### src/rtl/vga_pkg.sv
// Shared VRAM widths, swap FSM states and the write-request record used by
// the VRAM arbiter and its write FIFO.
package vga_pkg;

    localparam int VRAM_ADDR_W = 15;
    localparam int VRAM_DATA_W = 8;

    typedef enum logic [1:0] {
        IDLE,
        DRAIN,
        WAIT_VB
    } swap_state_t;

    typedef struct packed {
        logic [VRAM_ADDR_W-1:0] addr;
        logic [VRAM_DATA_W-1:0] data;
    } wr_req_t;

endpackage

### src/rtl/vram_wr_fifo.sv
// Synchronous write-request FIFO; wrap-bit pointers give full/empty, head is
// presented combinationally so the arbiter can issue and pop in one cycle.
module vram_wr_fifo
    import vga_pkg::*;
#(
    parameter int  DEPTH = 4,
    parameter type T     = wr_req_t,
    localparam int PTR_W = $clog2(DEPTH) + 1
) (
    input  logic             Clk,
    input  logic             Rst_n,
    input  logic             push,
    input  T                 push_data,
    input  logic             pop,
    output T                 head,
    output logic             full,
    output logic             empty,
    output logic [PTR_W-1:0] count
);

    localparam int AW = PTR_W - 1;

    logic [PTR_W-1:0] wr_ptr, rd_ptr;
    T                 mem [DEPTH];
    logic             do_push, do_pop;

    assign do_push = push & ~full;
    assign do_pop  = pop & ~empty;
    assign empty   = (wr_ptr == rd_ptr);
    assign full    = (wr_ptr[AW] != rd_ptr[AW]) && (wr_ptr[AW-1:0] == rd_ptr[AW-1:0]);
    assign count   = wr_ptr - rd_ptr;
    assign head    = mem[rd_ptr[AW-1:0]];

    always_ff @(posedge Clk or negedge Rst_n) begin
        if (!Rst_n) begin
            wr_ptr <= '0;
            rd_ptr <= '0;
        end else begin
            if (do_push) wr_ptr <= wr_ptr + 1'b1;
            if (do_pop)  rd_ptr <= rd_ptr + 1'b1;
        end
    end

    // Storage needs no reset: the pointers alone define what is valid.
    always_ff @(posedge Clk) begin
        if (do_push) mem[wr_ptr[AW-1:0]] <= push_data;
    end

endmodule

### src/rtl/vram_arbiter.sv
// Single-port VRAM arbiter: display reads win, buffered writer fills the back
// page, page swap after drain + vblank. Optional stall counter: VRAM_ARB_STATS_EN.
module vram_arbiter
    import vga_pkg::*;
#(
    parameter int ADDR_W     = VRAM_ADDR_W,
    parameter int DATA_W     = VRAM_DATA_W,
    parameter int FIFO_DEPTH = 4
) (
    input  logic              Clk,
    input  logic              Rst_n,
    input  logic              DispReq,
    input  logic [ADDR_W-1:0] DispAddr,
    output logic [DATA_W-1:0] DispData,
    output logic              DispValid,
    input  logic              WrValid,
    output logic              WrReady,
    input  logic [ADDR_W-1:0] WrAddr,
    input  logic [DATA_W-1:0] WrData,
    input  logic              VBlank,
    input  logic              PageSwapReq,
    output logic              SwapBusy,
    output logic              Page,
    output logic [ADDR_W:0]   RamAddr,
    output logic              RamWe,
    output logic [DATA_W-1:0] RamWData,
    input  logic [DATA_W-1:0] RamRData
`ifdef VRAM_ARB_STATS_EN
    ,
    output logic [15:0]       StallCount
`endif
);

    localparam int PTR_W = $clog2(FIFO_DEPTH) + 1;

    typedef struct packed {
        logic [ADDR_W-1:0] addr;
        logic [DATA_W-1:0] data;
    } req_t;

    req_t             wr_req, head;
    logic             fifo_full, fifo_empty;
    logic             push, pop, full_n;
    logic [PTR_W-1:0] fifo_count, count_n;
    logic [1:0]       disp_vld_pipe;
    swap_state_t      state;

    assign wr_req  = '{addr: WrAddr, data: WrData};
    assign push    = WrValid & WrReady;
    assign pop     = ~DispReq & ~fifo_empty;
    // WrReady is registered, so it is computed from the occupancy after this cycle.
    assign count_n = fifo_count + PTR_W'(push) - PTR_W'(pop);
    assign full_n  = (count_n == PTR_W'(FIFO_DEPTH));

    vram_wr_fifo #(
        .DEPTH (FIFO_DEPTH),
        .T     (req_t)
    ) u_fifo (
        .Clk       (Clk),
        .Rst_n     (Rst_n),
        .push      (push),
        .push_data (wr_req),
        .pop       (pop),
        .head      (head),
        .full      (fifo_full),
        .empty     (fifo_empty),
        .count     (fifo_count)
    );

    always_ff @(posedge Clk or negedge Rst_n) begin
        if (!Rst_n) begin
            state    <= IDLE;
            Page     <= 1'b0;
            SwapBusy <= 1'b0;
            WrReady  <= 1'b0;
        end else begin
            case (state)
                IDLE: begin
                    if (PageSwapReq) begin
                        state    <= DRAIN;
                        SwapBusy <= 1'b1;
                        WrReady  <= 1'b0;
                    end else begin
                        WrReady  <= ~full_n;
                    end
                end
                DRAIN: begin
                    WrReady <= 1'b0;
                    if (fifo_empty && !pop) state <= WAIT_VB;
                end
                WAIT_VB: begin
                    WrReady <= 1'b0;
                    if (VBlank) begin
                        state    <= IDLE;
                        Page     <= ~Page;
                        SwapBusy <= 1'b0;
                        WrReady  <= ~full_n;
                    end
                end
                default: begin
                    state    <= IDLE;
                    SwapBusy <= 1'b0;
                    WrReady  <= 1'b0;
                end
            endcase
        end
    end

    // RAM port: display first, then the FIFO head into the back page; idle holds the address.
    always_ff @(posedge Clk or negedge Rst_n) begin
        if (!Rst_n) begin
            RamAddr       <= '0;
            RamWe         <= 1'b0;
            RamWData      <= '0;
            disp_vld_pipe <= '0;
        end else begin
            disp_vld_pipe <= {disp_vld_pipe[0], DispReq};
            if (DispReq) begin
                RamAddr <= {Page, DispAddr};
                RamWe   <= 1'b0;
            end else if (!fifo_empty) begin
                RamAddr  <= {~Page, head.addr};
                RamWData <= head.data;
                RamWe    <= 1'b1;
            end else begin
                RamWe <= 1'b0;
            end
        end
    end

    assign DispValid = disp_vld_pipe[1];
    assign DispData  = RamRData;

`ifdef VRAM_ARB_STATS_EN
    always_ff @(posedge Clk or negedge Rst_n) begin
        if (!Rst_n)
            StallCount <= '0;
        else if (!fifo_empty && DispReq && StallCount != 16'hFFFF)
            StallCount <= StallCount + 16'd1;
    end
`endif

endmodule

### config.mk
export PLATFORM = sky130hd
export DESIGN_NAME = vram_arbiter
export DESIGN_NICKNAME = d
export VERILOG_FILES = /design/src/rtl/vga_pkg.sv /design/src/rtl/vram_wr_fifo.sv /design/src/rtl/vram_arbiter.sv
export SDC_FILE = /design/constraint.sdc
export NUM_CORES = 1
export LEC_CHECK = 0
export CAP_MARGIN = 20
export CORE_MARGIN = 1.5
export CORE_UTILIZATION = 45
export CTS_CLUSTER_DIAMETER = 100
export CTS_CLUSTER_SIZE = 40
export DETAILED_ROUTE_END_ITERATION = 8
export PLACE_DENSITY = 0.69
export SYNTH_ARGS = -nofsm -noshare
export SYNTH_HDL_FRONTEND = slang
export SYNTH_SLANG_ARGS = --single-unit
### constraint.sdc
create_clock -name Clk -period 3.2 [get_ports Clk]
set_input_delay 0.96 -clock Clk [delete_from_list [all_inputs] [get_ports Clk]]
set_output_delay 0.96 -clock Clk [all_outputs]
set_load 0.03 [all_outputs]
* Word-level counts from Yosys, hierarchy flattened
Memories as Yosys holds them, arrays and structs flattened. Index checks and enable logic that the tools add are counted.
Word-level totals: register bits after elaboration 38, bits in writable memories 92, input bits 52, output and inout bits 37, memories 1
Memories:
- u_fifo.mem | depth 4, width 23, rd ports 1, clocked after Yosys merged registers in 0, write ports 1, line vram_wr_fifo.sv:24 | T mem [DEPTH];
Operators by class: $add $sub $neg 5, equal/unequal tests 10, mux-type cells 16, bitwise logic cells 10, reduce and logical (&&, ||, !) cells 8
Operators with widths (count):
- $mux 16 | 2
- $mux 1 | 8
- $ne 2x2->1 const B | 4
- $add 3x1->3 const B | 2
- $mux 2 | 3
- $not 1->1 | 6
- $pmux 2 s3 | 1
- $reduce_and 3->1 | 2
- $and 1x1->1 | 4
- $reduce_and 2->1 | 2
- $add 3x1->3 | 1
- $eq 3x3->1 | 1
- $eq 3x3->1 const B | 1
- $pmux 1 s3 | 1
- $sub 3x1->3 | 1
- $sub 3x3->3 | 1
- $eq 2x1->1 const B | 1
- $eq 2x2->1 | 1
- $eq 2x2->1 const B | 1
- $logic_and 1x1->1 | 2
- $logic_not 2->1 | 1
- $pmux 1 s2 | 1
- $logic_not 1->1 | 1
- $ne 1x1->1 | 1

* Longest topological paths before layout
word-level depth 8, depth in mapped cells 11

* Modules after synthesis
Synthesis repeated with hierarchy kept, for this count alone.
Unflattened totals: cells, all modules 293, area, all modules 5250.0 µm²
Modules (own cells, without submodules):
- vram_wr_fifo | times used 1, cells each 166, area an instance 3782.4 µm²
- vram_arbiter | times used 1, cells each 127, area an instance 1467.7 µm²

* Least setup slack after synthesis
Ideal clock, no wire load.
path kind input-to-reg, start point in DispReq, end point reg WrReady, setup time 0.086 ns, data arrival time 2.903 ns, data required time 3.114 ns, path slack 0.211 ns, cell stages on the path 11, buffers on the path 1, cells stage by stage inv_1 > o31a_1 > buf_4 > fa_1 > inv_1 > fa_1 > ha_1 > xnor2_1 > xnor2_1 > nor3_1 > nor3_1
On the way: cells in the longest elaborated chain, start to end 7, elaborated cells between the ends (all ways) 8, classes of those cells add/sub: 1; eq/ne: 1; mux: 3; bitwise: 3
RTL lines:
- start, declared | line vram_arbiter.sv:12 | input logic DispReq,
- $not 1->1 (no line) (*)
- $and 1x1->1 (*) | line vram_arbiter.sv:50 | assign pop = ~DispReq & ~fifo_empty;
- via pop | line vram_arbiter.sv:43 | logic push, pop, full_n;
- $sub 3x1->3 (*) | line vram_arbiter.sv:52 | assign count_n = fifo_count + PTR_W'(push) - PTR_W'(pop);
- $eq 3x3->1 (*) | line vram_arbiter.sv:53 | assign full_n = (count_n == PTR_W'(FIFO_DEPTH));
- $not 1->1 (*) | line vram_arbiter.sv:84, vram_arbiter.sv:97
- $mux 1, on equally long branches | line vram_arbiter.sv:93, vram_arbiter.sv:79
- $pmux 1 s2 (*) | line vram_arbiter.sv:77 | case (state)
- end signal, assigned | line vram_arbiter.sv:84 | WrReady <= ~full_n;
- end signal, assigned | line vram_arbiter.sv:97 | WrReady <= ~full_n;
- end, declared | line vram_arbiter.sv:17 | output logic WrReady,
Mark *: on every way through the listed nets, which the timed path passes. The rest lies on a longest branch. A chain may end at the register's enable or synchronous reset.

* Final worst setup path
start point in DispReq, end point reg WrReady
On the way: cells in the longest elaborated chain, start to end 7, elaborated cells between the ends (all ways) 8, classes of those cells add/sub: 1; eq/ne: 1; mux: 3; bitwise: 3
RTL lines (line):
- $not 1->1 (no line) (*)
- $and 1x1->1 (*) | vram_arbiter.sv:50
- $sub 3x1->3 (*) | vram_arbiter.sv:52
- $eq 3x3->1 (*) | vram_arbiter.sv:53
- $not 1->1 (*) | vram_arbiter.sv:84, vram_arbiter.sv:97
- $mux 1, on equally long branches | vram_arbiter.sv:93, vram_arbiter.sv:79
- $pmux 1 s2 (*) | vram_arbiter.sv:77
Mark *: on every way between the ends. The rest lies on a longest branch, timed or not.

==> impl_metrics.ini <==
[worst_setup_path]
critPathLaunchType = input port
worstPathMaxFanout = 2
r2r-start = u_fifo.wr_ptr[1]
ff2ff_setup_slack_ns = 0.41
worstSetupPathType = in -> reg
crit_required_ns = 3.49
r2r_end = WrReady
crit_arrival_ns = 3.30
cp-end-kind = flop
r2r_cells = 10

[synth]
ys.flop_type = edfxtp_1
syn-instance-count = 312
synth_seq_area_share = 0.709
synth_nets = 373
syn_avg_cell_area_um2 = 16.8
synth_top_area_cell = edfxtp_1
async_flop_share = 0.292
synth_seq_cells = 130
netlist-cell-type-count = 31
synth_edf_count = 92
yosysWarningCount = 0
synth_area_mm2 = 0.00524
synth_top_area_share = 0.527
netlist_top_cells_area = edfxtp_1 (53%), dfrtp_1 (18%), mux2i_1 (7.8%)

[detailed_routing]
vias = 2868
drcViolationCount = 0
wl_per_cell_um = 17.5
wl_mm = 9.62
ant_nets = 0
drt_iter0_drc = 162
drt-vias-per-instance = 5.21
dr.pass1.iters = 6

[min_path]
hold_path_class = reg -> reg
holdPathStages = 0
min_to = disp_vld_pipe[1]
min_from = disp_vld_pipe[0]

[floorplanning]
fp.dieH_um = 111
dieArea_mm2 = 0.0123
core_mm2 = 0.0114
die_w_um = 111
rows = 39
ios = 89
start_util = 0.461

[placement]
gp_congestion = 0.737
hpwlAfterDp_mm = 6.11
dpl-instance-area_mm2 = 0.00610
pre_cts_slack_ns = -0.203
port_buffers = 72
dp.cells = 518

[grt]
grt_use_total = 0.170
grt_first_pass_wirelength_mm = 15.6
grt_pass1_vias = 3104
grt_overflow = 0
grt_max_degree = 40
antenna_found_initial = 0

[sta]
tightest_slew_ns = 0.929
period_minus_slack_ns = 3.00
fin_worst_skew_ns = 0.00676
max_freq_mhz = 333
finalCritPeriodShare = 0.938
final_hold_viol_count = 0
final-setup-viol-count = 0
setup_ws_ns = 0.198
relSlewSlack = 0.381
rsz0062_at_grt = false
maxSlewViolCount = 0
fin_setup_tns_ns = 0
whs_ns = 0.349

[clock_tree]
htree_levels = 4
cts_tree = done
clock-sinks = 130
cts_resized = 0
clk_latency_ns = 0.41
clk_pin_slew_ns = 0.06
cts_buffers = 17
root_buffer = clkbuf_16
cts_setup_buffers = 0
postCtsHoldBufs = 0
clk_path_buf_depth = 2

[layout]
drive_above_1_share = 0.167
finalInstanceArea_mm2 = 0.00675
insertedDiodeCount = 0
area_growth_pct = 28.8
fin_cells = 550
nNetsFinal = 455
final_util = 0.593
fillers = 864

[flow_run]
cap_violations = 0

[run_status]
outcome = completed

[power]
leakage_nw = 2.60
peakVddDrop_uv = 453
pwr_density_cell_mw_per_mm2 = 947
power_mw = 6.39
## sequential cells by signal, summed over array words and instances (netlist names)
signal	flops
RamWe	1
Page	1
RamWData	8
u_fifo.mem	92
SwapBusy	1
RamAddr	16
u_fifo.wr_ptr	3
disp_vld_pipe	2
WrReady	1
u_fifo.rd_ptr	3
state	2
## cell type report
class	instances	area, um^2	share of cell area
clock buffer	21	493	0.0731
tap	143	179	0.0265
multi-input combinational	153	1350	0.200
timing repair buffer	84	831	0.123
sequential	130	3710	0.551
inverter	8	30.0	0.00445
clock inverter	11	148	0.0219
## report_power, final
part	internal, mW	switching (mW)	total (mW)
sequential	2.09	0.164	2.26
clock	1.34	0.694	2.03
combinational	0.973	1.13	2.10
total	4.41	1.99	6.39
## worst max path at each step
stage | start | end | slack [ns] | cells after the start
6_report | DispReq | WrReady | 0.20 | 11
2_1_floorplan | DispReq | WrReady | 0.21 | 11
5_1_grt | DispReq | WrReady | 0.05 | 11
3_3_place_gp | DispReq | WrReady | -0.14 | 11
4_1_cts | DispReq | WrReady | 0.19 | 11
3_5_place_dp | DispReq | WrReady | -0.20 | 11
## placed cells by master, fill, tap and decap left out, types with 3 or more instances in the layout
| master | n |
|---|---|
| ha_1 | 6 |
| dfrtp_1 | 37 |
| mux2_2 | 8 |
| nor2_1 | 3 |
| xor2_1 | 5 |
| buf_4 | 10 |
| clkbuf_16 | 19 |
| bufinv_16 | 3 |
| o22ai_1 | 13 |
| o21ai_1 | 7 |
| a21oi_1 | 4 |
| mux4_2 | 10 |
| nand2_1 | 21 |
| and2_1 | 4 |
| clkinv_2 | 3 |
| nor3_1 | 3 |
| xnor2_1 | 5 |
| clkdlybuf4s50_1 | 71 |
| inv_1 | 7 |
| mux2i_1 | 41 |
| edfxtp_1 | 92 |
| clkinv_4 | 3 |
| o21ai_0 | 9 |
## worst max-delay path: stages
cell and delay [ns]:
clkdlybuf4s50_1 0.49, inv_1 0.07, o31a_1 0.13, fa_1 0.44, inv_2 0.08, fa_1 0.39
ha_2 0.21, xnor2_2 0.13, xnor2_1 0.12, nor3_1 0.19, nor3_1 0.07
## synth_stat cells, types with 7 or more instances
library cell	count
ha_1	7
mux4_2	10
o21ai_0	9
inv_1	8
dfrtp_1	38
edfxtp_1	92
o21ai_1	7
buf_4	11
mux2_2	8
o22ai_1	13
mux2i_1	41
nand2_1	21
## metal layers
layer	routed length, um	track usage
met5	0	0
met4	155	0.0726
met3	472	0.0569
met2	5140	0.300
met1	3860	0.188
## kinds of logic (layout without fill, tap and decap cells)
| logic type | after synthesis | in the layout | share of synthesized area |
|---|---|---|---|
| AO/OA/AOI/OAI | 39 | 39 | 0.0454 |
| XOR/XNOR | 11 | 11 | 0.0184 |
| adder cells (fa/ha/maj) | 9 | 9 | 0.0244 |
| buffers and inverters | 29 | 124 | 0.0351 |
| flip-flops | 130 | 130 | 0.709 |
| multiplexers | 59 | 59 | 0.138 |
| AND/OR/NAND/NOR | 35 | 35 | 0.0296 |
Power figures use the tool's default switching activity.
